--- config.mk ---
export PLATFORM = sky130hd
export DESIGN_NAME = j2_io_peripherals
export DESIGN_NICKNAME = d
export VERILOG_FILES = /design/src/rtl/j2_io_peripherals.sv
export SDC_FILE = /design/constraint.sdc
export NUM_CORES = 1
export LEC_CHECK = 0
export BUFFER_PORTS_ARGS = -buffer_cell sky130_fd_sc_hd__buf_2
export CAP_MARGIN = 20
export CELL_PAD_IN_SITES_DETAIL_PLACEMENT = 1
export CELL_PAD_IN_SITES_GLOBAL_PLACEMENT = 1
export CORE_AREA = 5 5 124 126
export DETAILED_ROUTE_END_ITERATION = 16
export DIE_AREA = 0 0 129 131
export MAX_ROUTING_LAYER = met4
export PLACE_DENSITY = 0.59
export SYNTH_ARGS = -nofsm -noshare
export SYNTH_HDL_FRONTEND = slang
export SYNTH_SLANG_ARGS = --single-unit
--- constraint.sdc ---
create_clock -name clock -period 2.7 [get_ports clock]
set_input_delay 0.27 -clock clock [delete_from_list [all_inputs] [get_ports clock]]
set_output_delay 0.27 -clock clock [all_outputs]
set_load 0.1 [all_outputs]
--- src/rtl/j2_io_peripherals.sv ---
// Memory-mapped I/O block for the j2 core: LED latch, buffered 8N1 UART
// transmitter, status register and free-running cycle counter.
module j2_io_peripherals #(
  parameter int WIDTH        = 16,
  parameter int CLKS_PER_BIT = 868,
  parameter int FIFO_DEPTH   = 4
) (
  input  logic             clock,
  input  logic             reset,
  input  logic [3:0]       io_address,
  input  logic             io_write_enable,
  input  logic [WIDTH-1:0] data_out,
  output logic [WIDTH-1:0] io_data_in,
  output logic [2:0]       leds,
  output logic             uart_tx
);

  localparam int PW = (FIFO_DEPTH > 1) ? $clog2(FIFO_DEPTH) : 1;
  localparam int CW = PW + 1;
  localparam int TW = (CLKS_PER_BIT > 1) ? $clog2(CLKS_PER_BIT) : 1;
  localparam logic [TW-1:0] TMAX = TW'(CLKS_PER_BIT - 1);

  typedef enum logic [1:0] {S_IDLE, S_START, S_DATA, S_STOP} state_t;

  state_t        state_q, state_d;
  logic [TW-1:0] timer_q, timer_d;
  logic [2:0]    bit_q, bit_d;
  logic [7:0]    shift_q, shift_d;
  logic [2:0]    leds_q;
  logic [15:0]   cyc_q;
  logic          ovf_q;
  logic [7:0]    mem_q [FIFO_DEPTH];
  logic [PW-1:0] wptr_q, rptr_q;
  logic [CW-1:0] cnt_q;

  logic wr_led, push_req, ovf_clr, cyc_clr;
  logic fifo_empty, fifo_full, push, pop, tx_busy;
  logic unused_dout;

  assign wr_led   = io_write_enable && (io_address == 4'h0);
  assign push_req = io_write_enable && (io_address == 4'h1);
  assign ovf_clr  = io_write_enable && (io_address == 4'h2) && data_out[0];
  assign cyc_clr  = io_write_enable && (io_address == 4'h3);

  assign fifo_empty = (cnt_q == '0);
  assign fifo_full  = (cnt_q == CW'(FIFO_DEPTH));
  // A full FIFO still accepts a byte when the transmitter frees a slot on the same edge.
  assign push       = push_req && (!fifo_full || pop);
  assign tx_busy    = (state_q != S_IDLE);
  assign unused_dout = ^data_out[WIDTH-1:8];

  always_comb begin
    state_d = state_q;
    timer_d = timer_q;
    bit_d   = bit_q;
    shift_d = shift_q;
    pop     = 1'b0;
    case (state_q)
      S_IDLE: begin
        if (!fifo_empty) begin
          pop     = 1'b1;
          shift_d = mem_q[rptr_q];
          timer_d = TMAX;
          state_d = S_START;
        end
      end
      S_START: begin
        if (timer_q == '0) begin
          timer_d = TMAX;
          bit_d   = 3'd0;
          state_d = S_DATA;
        end else begin
          timer_d = timer_q - TW'(1);
        end
      end
      S_DATA: begin
        if (timer_q == '0) begin
          timer_d = TMAX;
          shift_d = {1'b0, shift_q[7:1]};
          if (bit_q == 3'd7) state_d = S_STOP;
          else               bit_d   = bit_q + 3'd1;
        end else begin
          timer_d = timer_q - TW'(1);
        end
      end
      default: begin
        // End of stop bit chains straight into the next start bit.
        if (timer_q == '0) begin
          if (!fifo_empty) begin
            pop     = 1'b1;
            shift_d = mem_q[rptr_q];
            timer_d = TMAX;
            state_d = S_START;
          end else begin
            state_d = S_IDLE;
          end
        end else begin
          timer_d = timer_q - TW'(1);
        end
      end
    endcase
  end

  always_ff @(posedge clock or posedge reset) begin
    if (reset) begin
      state_q <= S_IDLE;
      timer_q <= '0;
      bit_q   <= '0;
      shift_q <= '0;
    end else begin
      state_q <= state_d;
      timer_q <= timer_d;
      bit_q   <= bit_d;
      shift_q <= shift_d;
    end
  end

  always_ff @(posedge clock) begin
    if (push) mem_q[wptr_q] <= data_out[7:0];
  end

  always_ff @(posedge clock or posedge reset) begin
    if (reset) begin
      wptr_q <= '0;
      rptr_q <= '0;
      cnt_q  <= '0;
      ovf_q  <= 1'b0;
      leds_q <= '0;
      cyc_q  <= '0;
    end else begin
      if (push) wptr_q <= wptr_q + PW'(1);
      if (pop)  rptr_q <= rptr_q + PW'(1);
      case ({push, pop})
        2'b10:   cnt_q <= cnt_q + CW'(1);
        2'b01:   cnt_q <= cnt_q - CW'(1);
        default: cnt_q <= cnt_q;
      endcase
      if (ovf_clr)                             ovf_q <= 1'b0;
      else if (push_req && fifo_full && !pop)  ovf_q <= 1'b1;
      if (wr_led) leds_q <= data_out[2:0];
      cyc_q <= cyc_clr ? 16'h0000 : cyc_q + 16'h0001;
    end
  end

  always_comb begin
    io_data_in = '0;
    case (io_address)
      4'h0:    io_data_in[2:0]  = leds_q;
      4'h2:    io_data_in[3:0]  = {ovf_q, fifo_full, fifo_empty, tx_busy};
      4'h3:    io_data_in[15:0] = cyc_q;
      default: io_data_in = '0;
    endcase
  end

  // Combinational from registered state so reset forces the line high at once.
  always_comb begin
    case (state_q)
      S_START: uart_tx = 1'b0;
      S_DATA:  uart_tx = shift_q[0];
      default: uart_tx = 1'b1;
    endcase
  end

  assign leds = leds_q;

endmodule

**After elaboration in Yosys (flattened, before gate mapping)**

Memories as Yosys holds them, arrays and structs flattened.
Index checks and enable logic that the tools add are counted.

- Memories kept: 1
- Bits in writable memories: 32
- Bits in registers: 50

- Reduce and logical (&&, ||, !) cells: 24
- Multiplexer cells: 32
- $add $sub $neg: 7
- Bitwise logic cells: 1
- Equal/unequal tests: 14

Memory list:

| memory | words | bits a word | rd ports | clocked after Yosys merged registers in | wr ports | line | RTL |
|---|---|---|---|---|---|---|---|
| mem_q | 4 | 8 | 1 | 0 | 1 | 32 | `logic [7:0] mem_q [FIFO_DEPTH];` |

Operators with widths:

| kind | number |
|---|---|
| 10-bit two-way mux | 3 |
| 8-bit two-way mux | 3 |
| 8-bit one-hot mux with 3 select lines | 1 |
| 10-bit one-hot mux with 2 select lines | 1 |
| 16-bit by 1-bit adder with 16-bit output (second input constant) | 1 |
| 16-bit two-way mux | 1 |
| 12-bit two-way mux | 1 |
| 3-bit one-hot mux with 2 select lines | 2 |
| 10-bit zero test | 1 |
| 2-bit two-way mux | 5 |
| 2-bit inequality test (second input constant) | 5 |
| 2-bit nonzero test | 5 |
| 10-bit by 1-bit subtractor with 10-bit output (second input constant) | 1 |
| 3-bit two-way mux | 3 |
| 3-bit one-hot mux with 3 select lines | 1 |
| 4-bit by 2-bit == test with 1-bit output (second input constant) | 2 |
| 1-bit logical AND | 8 |
| 1-bit two-way mux | 7 |
| 3-bit by 1-bit adder with 3-bit output (second input constant) | 2 |
| 3-bit == test (second input constant) | 2 |
| 1-bit one-hot mux with 2 select lines | 3 |
| 2-bit one-hot mux with 3 select lines | 1 |
| 5-bit AND reduction | 1 |
| 2-bit by 1-bit adder with 2-bit output (second input constant) | 2 |
| 13 further kinds | 16 |

**Longest topological paths before layout**

- Depth in word-level cells: 8
- Depth in mapped cells: 10

**Least setup slack after synthesis**

Ideal clock, no wire load.

- Kind: register -> output
- Start point: register cnt_q[2]
- End point: output port io_data_in[1]
- Path slack: -0.822 ns
- Required time: 2.430 ns
- Path buffers: 1
- Data arrival time: 3.252 ns
- Stages on the path, launching flop included: 6
- Cells stage by stage: dfrtp_1 > or3_1 > clkbuf_1 > o21ai_0 > a22oi_1 > nor3_1

- Cells in the longest elaborated chain, start to end: 2

RTL lines:

| element | line | RTL |
|---|---|---|
| from (decl) | 34 | `logic [CW-1:0] cnt_q;` |
| from (signal assigned) | 134 | `2'b10: cnt_q <= cnt_q + CW'(1);` |
| from (signal assigned) | 135 | `2'b01: cnt_q <= cnt_q - CW'(1);` |
| from (signal assigned) | 136 | `default: cnt_q <= cnt_q;` |
| 3-bit zero test | 45 | `assign fifo_empty = (cnt_q == '0);` |
| 3-bit one-hot mux with 3 select lines | 147 | `case (io_address)` |
| to (decl) | 13 | `output logic [WIDTH-1:0] io_data_in,` |

Every way passes these cells.

**Worst setup path in the final report**

- Start point: register timer_q[1]
- End point: register cnt_q[2]

- Cells in the longest elaborated chain, start to end: 7
- Elaborated cells on any way between the ends: 9
- Classes of those cells: eq/ne: 2; mux: 3; reduce/logical: 4

RTL lines:

| element | line | RTL |
|---|---|---|
| from (decl) | 26 | `logic [TW-1:0] timer_q, timer_d;` |
| from (signal assigned) | 112 | `timer_q <= timer_d;` |
| 10-bit zero test * | 88 | `if (timer_q == '0) begin` |
| 1-bit two-way mux * | 88 |  |
| 1-bit one-hot mux with 2 select lines * | 58 | `case (state_q)` |
| 1-bit logical OR | 48 | `assign push = push_req && (!fifo_full \|\| pop);` |
| 1-bit logical AND | 48 |  |
| 2-bit by 1-bit == test with 1-bit output or 2-bit == test (tied branches) | 133 | `case ({push, pop})` |
| 3-bit one-hot mux with 2 select lines or 2-bit nonzero test (tied branches) | -- |  |

Mark *: on every way between the ends. The rest lies on a longest branch, timed or not.
A chain may end at the register's enable or synchronous reset.

==> out/results.ini <==
[status]
status = complete, no violations

[power]
power_w = 0.004243
worst_ir_drop_vdd_v = 0.0003803
p_leak_nw = 2.099
powerDensity_mw_per_mm2 = 822.1

[drt]
wl_per_cell_um = 15.76
drtIter0Drc = 167
drc = 0
ant_nets = 0
firstDrtPassIters = 4
routed_via_density = 4.984
num_vias = 3085
routed_wl_mm = 9.753

[grt]
grt_pass1_vias = 3345
antenna_found_initial = 0
grt_pass1_wl_mm = 16.93
track_usage_pct = 13.15
grt_start_max_net_pins = 23
overflow = 0

[cells_and_area]
fin_cells = 619
synthToLayoutAreaGrowth_pct = 23.76
antenna_cells = 0
drive_gt1_share_pct = 25.75
finalNetCount = 467

[synthesis]
synth_area_mm2 = 0.004170
synth-async-reset-ratio_pct = 60.98
seq_area_frac_synth_pct = 53.05
synth-seq-cells = 82
synth.distinct_cells = 56
yosys_warnings = 0
ys.flop_type = dfrtp_1
synth.avg_cell_area_um2 = 11.33
syn_inst = 368
synth-edff-count = 32
synth_fp_nets = 405

[clock_tree]
cts_root_buf = clkbuf_16
clockBufferDepth = 2
cts_htree_levels = 3
cts_buffers = 9
cts.sinks = 82
clock_latency_ns = 0.35
clkSlewWorstSetupHoldPaths_ns = 0.07
cts_tree = done

[setup_path]
cp-endpoint = cnt_q[2]$_DFFE_PP0P_
cp.arrival_ns = 2.89
slowest_delay_ns = 0.48
path_cells = inv_2 > ha_4 > or4b_4 > o31a_4 > nor2_4 > nand2_2 > fa_2 > or3_4 > a32oi_2 > o21ai_1
endpoint_kind = register
rr_worst_depth = 10
crit_cells = 10
rr_startpoint = timer_q[1]$_DFF_PP0_
setup.worst_path.class = reg -> reg
start_kind = register
crit_start = timer_q[1]$_DFF_PP0_
cp_max_fo = 2
slowest_stage = or4b_4
path_delay_family = simple AND/OR/NAND/NOR gates
cp.required_ns = 2.93
timing.rr.end = cnt_q[2]$_DFFE_PP0P_
ff2ff_setup_slack_ns = 0.04
critPathBufInv = 1

[timing]
skew_ns = 0.006497
fin_setup_tns_ns = 0
worst_slack_ns = 0.03814
period_share_pct = 98.59
max-slew-margin-rel_pct = 50.92
slew_viol_final = 0
fin_crit_ns = 2.662
finalHoldViolations = 0
worst_pin_slew_ns = 0.7362
fmax_mhz = 375.7
setup_viol = 0
rsz0062_at_grt = true

[place]
place_congestion = 0.8007
port_buffers = 34
place_ws_ns = -0.03528
dp_hpwl_mm = 7.159
dp.cells = 597

[floorplanning]
rows = 44
fp.dieArea_mm2 = 0.01690
initial_core_util_pct = 29.36
coreArea_mm2 = 0.01420
io-pin-count = 43
die_w_um = 129
die_h_um = 131

[min_path]
holdPathStages = 1
worstHoldPathType = in -> reg
min-delay-start = data_out[5]

[flow_run]
max_cap_viol_count = 0

## cells by family after synthesis
group	after synthesis	share of synthesized area, %
and+or+nand+nor	140	17.40
DFF	82	53.05
AOI/OAI and AO/OA	69	11.52
buffers and inverters	24	2.280
muxes	22	7.801
xor gates and xnor gates	17	3.571
adders and majority gates	14	4.381
## layer usage
metal	track usage (%)	wire length (µm)	vias to the layer above
met5	-	0	-
met4	5.991	208	0
met3	2.561	247	16
met2	21.04	4791	35
met1	16.17	4505	1553
li1	-	-	1481
## cells in the mapped netlist (all sizes together) (2+ instances only)
master	n	area [µm²]
a21o	2	15.01
a21oi	6	30.03
a22o	6	52.55
a22oi	5	37.54
a32oi	3	26.28
and2	17	106.4
and3	2	12.51
and4	2	17.52
buf	2	8.750
clkbuf	11	45.05
dfrtp	50	1251
edfxtp	32	960.9
ha	13	162.7
inv	11	41.29
mux2	4	45.04
mux2i	10	100.1
mux4	8	180.2
nand2	33	123.9
nand2b	5	31.28
nand3	12	65.06
nand4	5	31.28
nor2	32	127.6
nor2b	2	12.51
nor3	11	55.05
nor4	2	12.51
o211ai	2	15.01
o21ai	28	140.1
o31a	2	26.28
o31ai	5	37.54
or2	2	12.51
or3	9	56.30
xnor2	8	70.07
xor2	9	78.83
## power by group
| part | switching (W) | internal [W] |
|---|---|---|
| combinational | 0.000694 | 0.000488 |
| sequential | 0.000238 | 0.00150 |
| clock | 0.000573 | 0.000745 |
## worst min path at each step
| stage | endpoint | slack, ns |
|---|---|---|
| floorplan | mem_q[0][0]$_DFFE_PP_ | 0.37 |
| global placement | timer_q[6]$_DFF_PP0_ | 0.35 |
| detailed placement | timer_q[6]$_DFF_PP0_ | 0.35 |
| CTS | mem_q[3][5]$_DFFE_PP_ | 0.11 |
| global route | mem_q[3][5]$_DFFE_PP_ | 0.12 |
| finish | mem_q[3][5]$_DFFE_PP_ | 0.13 |
## placed cells by master (no fill, tap or decap), types with 6 or more instances in the layout
cell / instances
edfxtp_1: 32
mux4_2: 8
ha_1: 12
dfrtp_1: 50
xor2_1: 9
mux2i_1: 10
nor2_1: 31
inv_1: 8
buf_4: 25
nor3_1: 8
o21ai_0: 25
a22o_1: 6
nand3_1: 11
and2_1: 17
or3_1: 8
buf_2: 34
xnor2_1: 8
a21oi_1: 6
nand2_1: 32
clkbuf_16: 9
## timing repair
item / CTS / global route
endpoints found under the hold margin: 20 / 0
buffers inserted: 3 / 2
gates resized for setup: 1 / 1
pin swaps: 1 / 3
setup endpoints to repair: 1 / 1
hold buffers: 1 / 0
## sequential cells by signal (all words and copies together) (netlist names)
name     count
mem_q       32
timer_q     10
cyc_q       16
bit_q        3
rptr_q       2
wptr_q       2
ovf_q        1
state_q      2
leds         3
shift_q      8
cnt_q        3
## metrics by stage
| stage | hold WS (ns) | instance area [µm²] | util, % |
|---|---|---|---|
| CTS | 0.1145 | 5139 | 36.18 |
| global route | 0.1235 | 5161 | 36.34 |
| detailed placement | 0.3518 | 4783 | 33.68 |
| floorplan | 0.3689 | 4207 | - |
| finish | 0.1328 | 5161 | 36.34 |
| global placement | 0.3495 | 4783 | 33.68 |
## cell type report
type / count / area, µm²
clock buffer: 9 / 225.2
clock inverter: 7 / 92.59
fill: 1612 / 9042
inverter: 11 / 41.29
multi-input combinational: 262 / 1912
sequential: 82 / 2212
tap: 184 / 230.2
timing repair buffer: 64 / 447.9
Note: power is estimated with default switching activity, not from simulation.
